File: config.mk
export PLATFORM = sky130hd
export DESIGN_NAME = fp32_operand_unpack
export DESIGN_NICKNAME = d
export VERILOG_FILES = /design/src/rtl/fp32_pkg.sv /design/src/rtl/fp32_field_split.sv /design/src/rtl/fp32_operand_unpack.sv
export SDC_FILE = /design/constraint.sdc
export NUM_CORES = 1
export LEC_CHECK = 0
export CORE_MARGIN = 3
export CORE_UTILIZATION = 56
export DETAILED_ROUTE_END_ITERATION = 12
export PLACE_DENSITY = 0.84
export SLEW_MARGIN = 20
export SYNTH_ARGS = -nofsm -noshare
export SYNTH_HDL_FRONTEND = slang
export SYNTH_SLANG_ARGS = --single-unit
File: constraint.sdc
create_clock -name clk -period 4.4 [get_ports clk]
set_input_delay 1.32 -clock clk [delete_from_list [all_inputs] [get_ports clk]]
set_output_delay 1.32 -clock clk [all_outputs]
set_load 0.02 [all_outputs]
File: src/rtl/fp32_pkg.sv
// Shared constants, field positions and FSM encoding for the FP32 multiply front end.
package fp32_pkg;

    localparam int EXP_BIAS = 127;
    localparam int EXP_W    = 10;
    localparam int FRAC_W   = 23;

    localparam int SIGN_BIT = 31;
    localparam int EXP_MSB  = 30;
    localparam int EXP_LSB  = 23;
    localparam int EXP_BITS = EXP_MSB - EXP_LSB + 1;

    typedef enum logic [1:0] {
        GET_A,
        GET_B,
        CALC,
        ISSUE
    } state_t;

endpackage

File: src/rtl/fp32_field_split.sv
// Splits one packed FP32 word into sign, biased exponent and hidden-bit mantissa.
module fp32_field_split
    import fp32_pkg::*;
(
    input  logic [31:0]         word,
    output logic                sign,
    output logic [EXP_BITS-1:0] exp,
    output logic [FRAC_W:0]     mant,
    output logic                is_zero
);

    assign sign    = word[SIGN_BIT];
    assign exp     = word[EXP_MSB:EXP_LSB];
    // Denormals have no hidden bit; they are flushed to zero by the caller.
    assign is_zero = (exp == '0);
    assign mant    = {~is_zero, word[FRAC_W-1:0]};

endmodule

File: src/rtl/fp32_operand_unpack.sv
// Collects operands A then B over one bus, unpacks them and hands the set to the multiplier.
module fp32_operand_unpack
    import fp32_pkg::*;
(
    input  logic             clk,
    input  logic             rst,
    input  logic [31:0]      InBus,
    input  logic             InValid,
    output logic             InReady,
    output logic             OpsValid,
    input  logic             OpsReady,
    output logic             SignR,
    output logic [FRAC_W:0]  MantA,
    output logic [FRAC_W:0]  MantB,
    output logic [EXP_W-1:0] Rexp,
    output logic             ZeroFlag,
    output logic             Busy
);

    state_t state, next_state;
    logic   load_a, load_b, load_res;

    logic [31:0] op_a, op_b;

    logic                sign_a, sign_b;
    logic [EXP_BITS-1:0] exp_a, exp_b;
    logic [FRAC_W:0]     mant_a, mant_b;
    logic                zero_a, zero_b;
    logic [EXP_W-1:0]    exp_sum;

    fp32_field_split u_split_a (
        .word    (op_a),
        .sign    (sign_a),
        .exp     (exp_a),
        .mant    (mant_a),
        .is_zero (zero_a)
    );

    fp32_field_split u_split_b (
        .word    (op_b),
        .sign    (sign_b),
        .exp     (exp_b),
        .mant    (mant_b),
        .is_zero (zero_b)
    );

    // Wraps modulo 2^EXP_W, giving the two's complement unbiased sum.
    assign exp_sum = EXP_W'(exp_a) + EXP_W'(exp_b) - EXP_W'(2 * EXP_BIAS);

    // NOTE: state and data registers use non-blocking assignments so every flop samples pre-edge values.
    always_ff @(posedge clk or negedge rst) begin
        if (!rst) state <= GET_A;
        else      state <= next_state;
    end

    always_comb begin
        // NOTE: every output of this block gets a default first; a missed branch would otherwise infer a latch.
        next_state = state;
        load_a     = 1'b0;
        load_b     = 1'b0;
        load_res   = 1'b0;
        unique case (state)
            GET_A: if (InValid) begin
                load_a     = 1'b1;
                next_state = GET_B;
            end
            GET_B: if (InValid) begin
                load_b     = 1'b1;
                next_state = CALC;
            end
            CALC: begin
                load_res   = 1'b1;
                next_state = ISSUE;
            end
            ISSUE: if (OpsReady) next_state = GET_A;
            default: next_state = GET_A;
        endcase
    end

    // NOTE: these are plain flops, not a memory, so clearing them on reset is cheap and keeps outputs defined.
    always_ff @(posedge clk or negedge rst) begin
        if (!rst) begin
            op_a     <= '0;
            op_b     <= '0;
            SignR    <= 1'b0;
            MantA    <= '0;
            MantB    <= '0;
            Rexp     <= '0;
            ZeroFlag <= 1'b0;
        end else begin
            if (load_a) op_a <= InBus;
            if (load_b) op_b <= InBus;
            if (load_res) begin
                SignR    <= sign_a ^ sign_b;
                ZeroFlag <= zero_a | zero_b;
                MantA    <= (zero_a | zero_b) ? '0 : mant_a;
                MantB    <= (zero_a | zero_b) ? '0 : mant_b;
                Rexp     <= (zero_a | zero_b) ? '0 : exp_sum;
            end
        end
    end

    // Decoded from the state register alone, so both track the post-edge state.
    assign InReady  = (state == GET_A) || (state == GET_B);
    assign OpsValid = (state == ISSUE);
    assign Busy     = (state != GET_A);

endmodule
==> results.yml <==
die:
  coreArea_sq_um: 8810
  dieHeight_um: 102
  initial_core_util_pct: 58.5
  pin_count: 99
  rows: 34
  fp.dieW_um: 102
  die_area_sq_um: 10400
routing:
  drt-total-wl_um: 11600
  post_drt_via_cell_ratio: 5.90
  drt_drc_violations_left: 0
  drt_first_pass_iters: 4
  ant_nets: 0
  post_drt_wl_per_cell_um: 20.2
  drtIter0Drc: 160
  vias: 3400
timing:
  max_slew.worst_pin.slew_ps: 856
  relSlewSlack_pct: 42.9
  drv_slew: 0
  post-route-min-period_ps: 3330
  fin_setup_tns_ps: 0
  setup_slack_ps: 1070
  hold_viol: 0
  finalSetupViolCount: 0
  fin_worst_skew_ps: 7.56
  fmax_mhz: 300
  rsz0062_at_grt: "false"
  fin_crit_sh_pct: 75.8
final_layout:
  final_util_pct: 76.3
  finalNetCount: 512
  num_antenna_cells: 0
  drive_gt1_share_pct: 23.3
  fin_area_sq_um: 6720
  syn2layout_area_growth_pct: 30.5
pwr:
  power_leakage_nw: 2.99
  seqPwrFrac_pct: 34.3
  p_int_mw: 3.87
  peakVddDrop_v: 0.000438
  finalPower_mw: 6.20
  switching_share_pct: 37.5
  switching_power_mw: 2.32
  power_frac_comb_pct: 45.5
  powerDensity_nw_per_um2: 923
  clkPwrFrac_pct: 20.3
grt:
  grtUsageMet1_pct: 31.2
  grt_pass1_vias: 3581
  globalRouteMet3Util_pct: 4.64
  grtUsageMet2_pct: 39.2
  grt-busiest-layer: "met2"
  grt_pass1_wl_um: 18500
  grtUsageTotal_pct: 23.6
  grt_max_degree: 70
  grt_overflow: 0
  antenna_found_initial: 0
synthesis:
  yosysWarnings: 0
  syn-num-nets: 409
  synth_compound_area_share_pct: 12.2
  yosys-top-cells-count: "dfrtp_1, mux2_2, a22o_1, ha_1, inv_1"
  synthAdderAreaFrac_pct: 5.40
  synth-main-ff-cell: "dfrtp_1"
  synth_edf_count: 0
  synth_top_area_share_pct: 60.8
  synth_top_cell_by_area: "dfrtp_1"
  syn_inst: 352
  synth_xor_area_share_pct: 0.681
  yosys-top-cells-area: "dfrtp_1, mux2_2, a22o_1"
  ys_async_sr_fraction_pct: 100
  ys_ff_latch: 125
  synth_cell_type_count: 36
  synthSimpleGateAreaFrac_pct: 3.52
  ys_seq_area_share_pct: 60.8
  synth.most_common_cell: "dfrtp_1"
  synthMuxAreaShare_pct: 14.2
  synth_top_family_by_area: "multiplexers"
  syn_area_sq_um: 5150
  syn_avg_cell_area_sq_um: 14.6
run:
  drv_cap: 0
clock_network:
  clock_path_buffers: 2
  cts_resized: 0
  cts_setup_buffers: 0
  path_clk_slew_ps: 60
  cts_root_buf: "clkbuf_8"
  tritoncts: "yes"
  hold_buffers: 0
  cts_buffers: 17
  clkSinkCount: 125
  h-tree-depth: 4
  clk_latency_ps: 510
critical_path:
  rrSetupSlack_ps: 1970
  critPathLaunchType: "flip-flop"
  cp_max_fo: 4
  crit_arrival_ps: 2010
  crit_type: "flip-flop to primary output"
  crit_required_ps: 3080
  worst_setup_path_end_kind: "primary output"
placement:
  place_area_sq_um: 6180
  gp_congestion: 0.886
  dp_hpwl_um: 7260
  port_buffers: 98
  pre_cts_slack_ps: 1600
worst_hold_path:
  min_path_type: "flip-flop to flip-flop"
outcome:
  status: "completed"
[cell type report]
type,count,area (sq um)
Inverter,12,45.0
Fill cell,550,2090
Timing Repair Buffer,103,1020
Sequential cell,125,3130
Clock inverter,13,108
Tap cell,108,135
Multi-Input combinational cell,196,1850
Clock buffer,19,432
[cells in the final DEF, fill, tap and decap left out, types with 2 or more instances in the layout]
cell	count
clkdlybuf4s50_1	97
nor3_1	2
nor2_1	4
clkbuf_8	2
buf_4	6
inv_6	5
a21o_1	5
mux2_2	65
nand2_1	7
xnor2_1	2
a31oi_1	2
nor4_2	4
a21oi_1	8
ha_1	19
clkbuf_16	16
inv_1	11
clkinv_4	3
fa_1	2
nand3_1	2
o21ai_0	3
nand4_1	2
clkinvlp_4	5
nor3b_1	2
dfrtp_1	125
xor2_1	2
a22o_1	53
[critical path, stage by stage (launching register included)]
cell and delay, ps:
dfrtp_1 420, inv_1 110, ha_1 220, nor2_1 80, inv_1 60, clkdlybuf4s50_1 610
[state kept, by name (all words and copies together) (netlist names)]
name and cells:
state 2, op_b 32, MantA 24, MantB 23, SignR 1, ZeroFlag 1
Rexp 10, op_a 32
[final timing paths]
| check | cells past startpoint | to | start |
|---|---|---|---|
| hold / removal | 1 | MantA[4] | op_a[4] |
| setup / recovery | 5 | InReady | state[1] |
| max in group asynchronous | 2 | op_a[23] | rst |
| hold reg to reg | 1 | MantA[4] | op_a[4] |
| min in group asynchronous | 1 | MantA[3] | rst |
| setup reg to reg | 9 | Rexp[7] | op_a[24] |
[metal layers]
| layer | share of wire [%] | up-vias | wire (um) |
|---|---|---|---|
| met5 | 0 | - | 0 |
| met4 | 1.6 | 0 | 190 |
| met3 | 4.2 | 21 | 488 |
| met2 | 52 | 93 | 6000 |
| met1 | 43 | 1765 | 4940 |
| li1 | - | 1521 | - |
[metrics by stage]
step / hold WS (ps) / instances
floorplan: 461 / 352
global placement: 466 / 544
detailed placement: 472 / 544
CTS: 482 / 576
global route: 506 / 576
finish: 481 / 576
[cell families (layout without fill, tap and decap cells)]
family / after synthesis / count (layout)
fa+ha+maj: 21 / 21
simple gates: 28 / 28
xor+xnor: 4 / 4
buf+inv: 31 / 147
compound gates: 78 / 78
flops: 125 / 125
mux: 65 / 65
[power by group through the flow]
stage | logic, mW | clock network, mW | registers, mW
after global placement | 2.67 | 0 | 2.09
after detailed placement | 2.78 | 0 | 2.12
after floorplan | 1.60 | 0 | 2.33
after global routing | 3.04 | 1.33 | 2.19
after CTS | 2.83 | 1.27 | 2.12
final | 2.82 | 1.26 | 2.12
No activity file was read; power rests on OpenSTA's default activity.
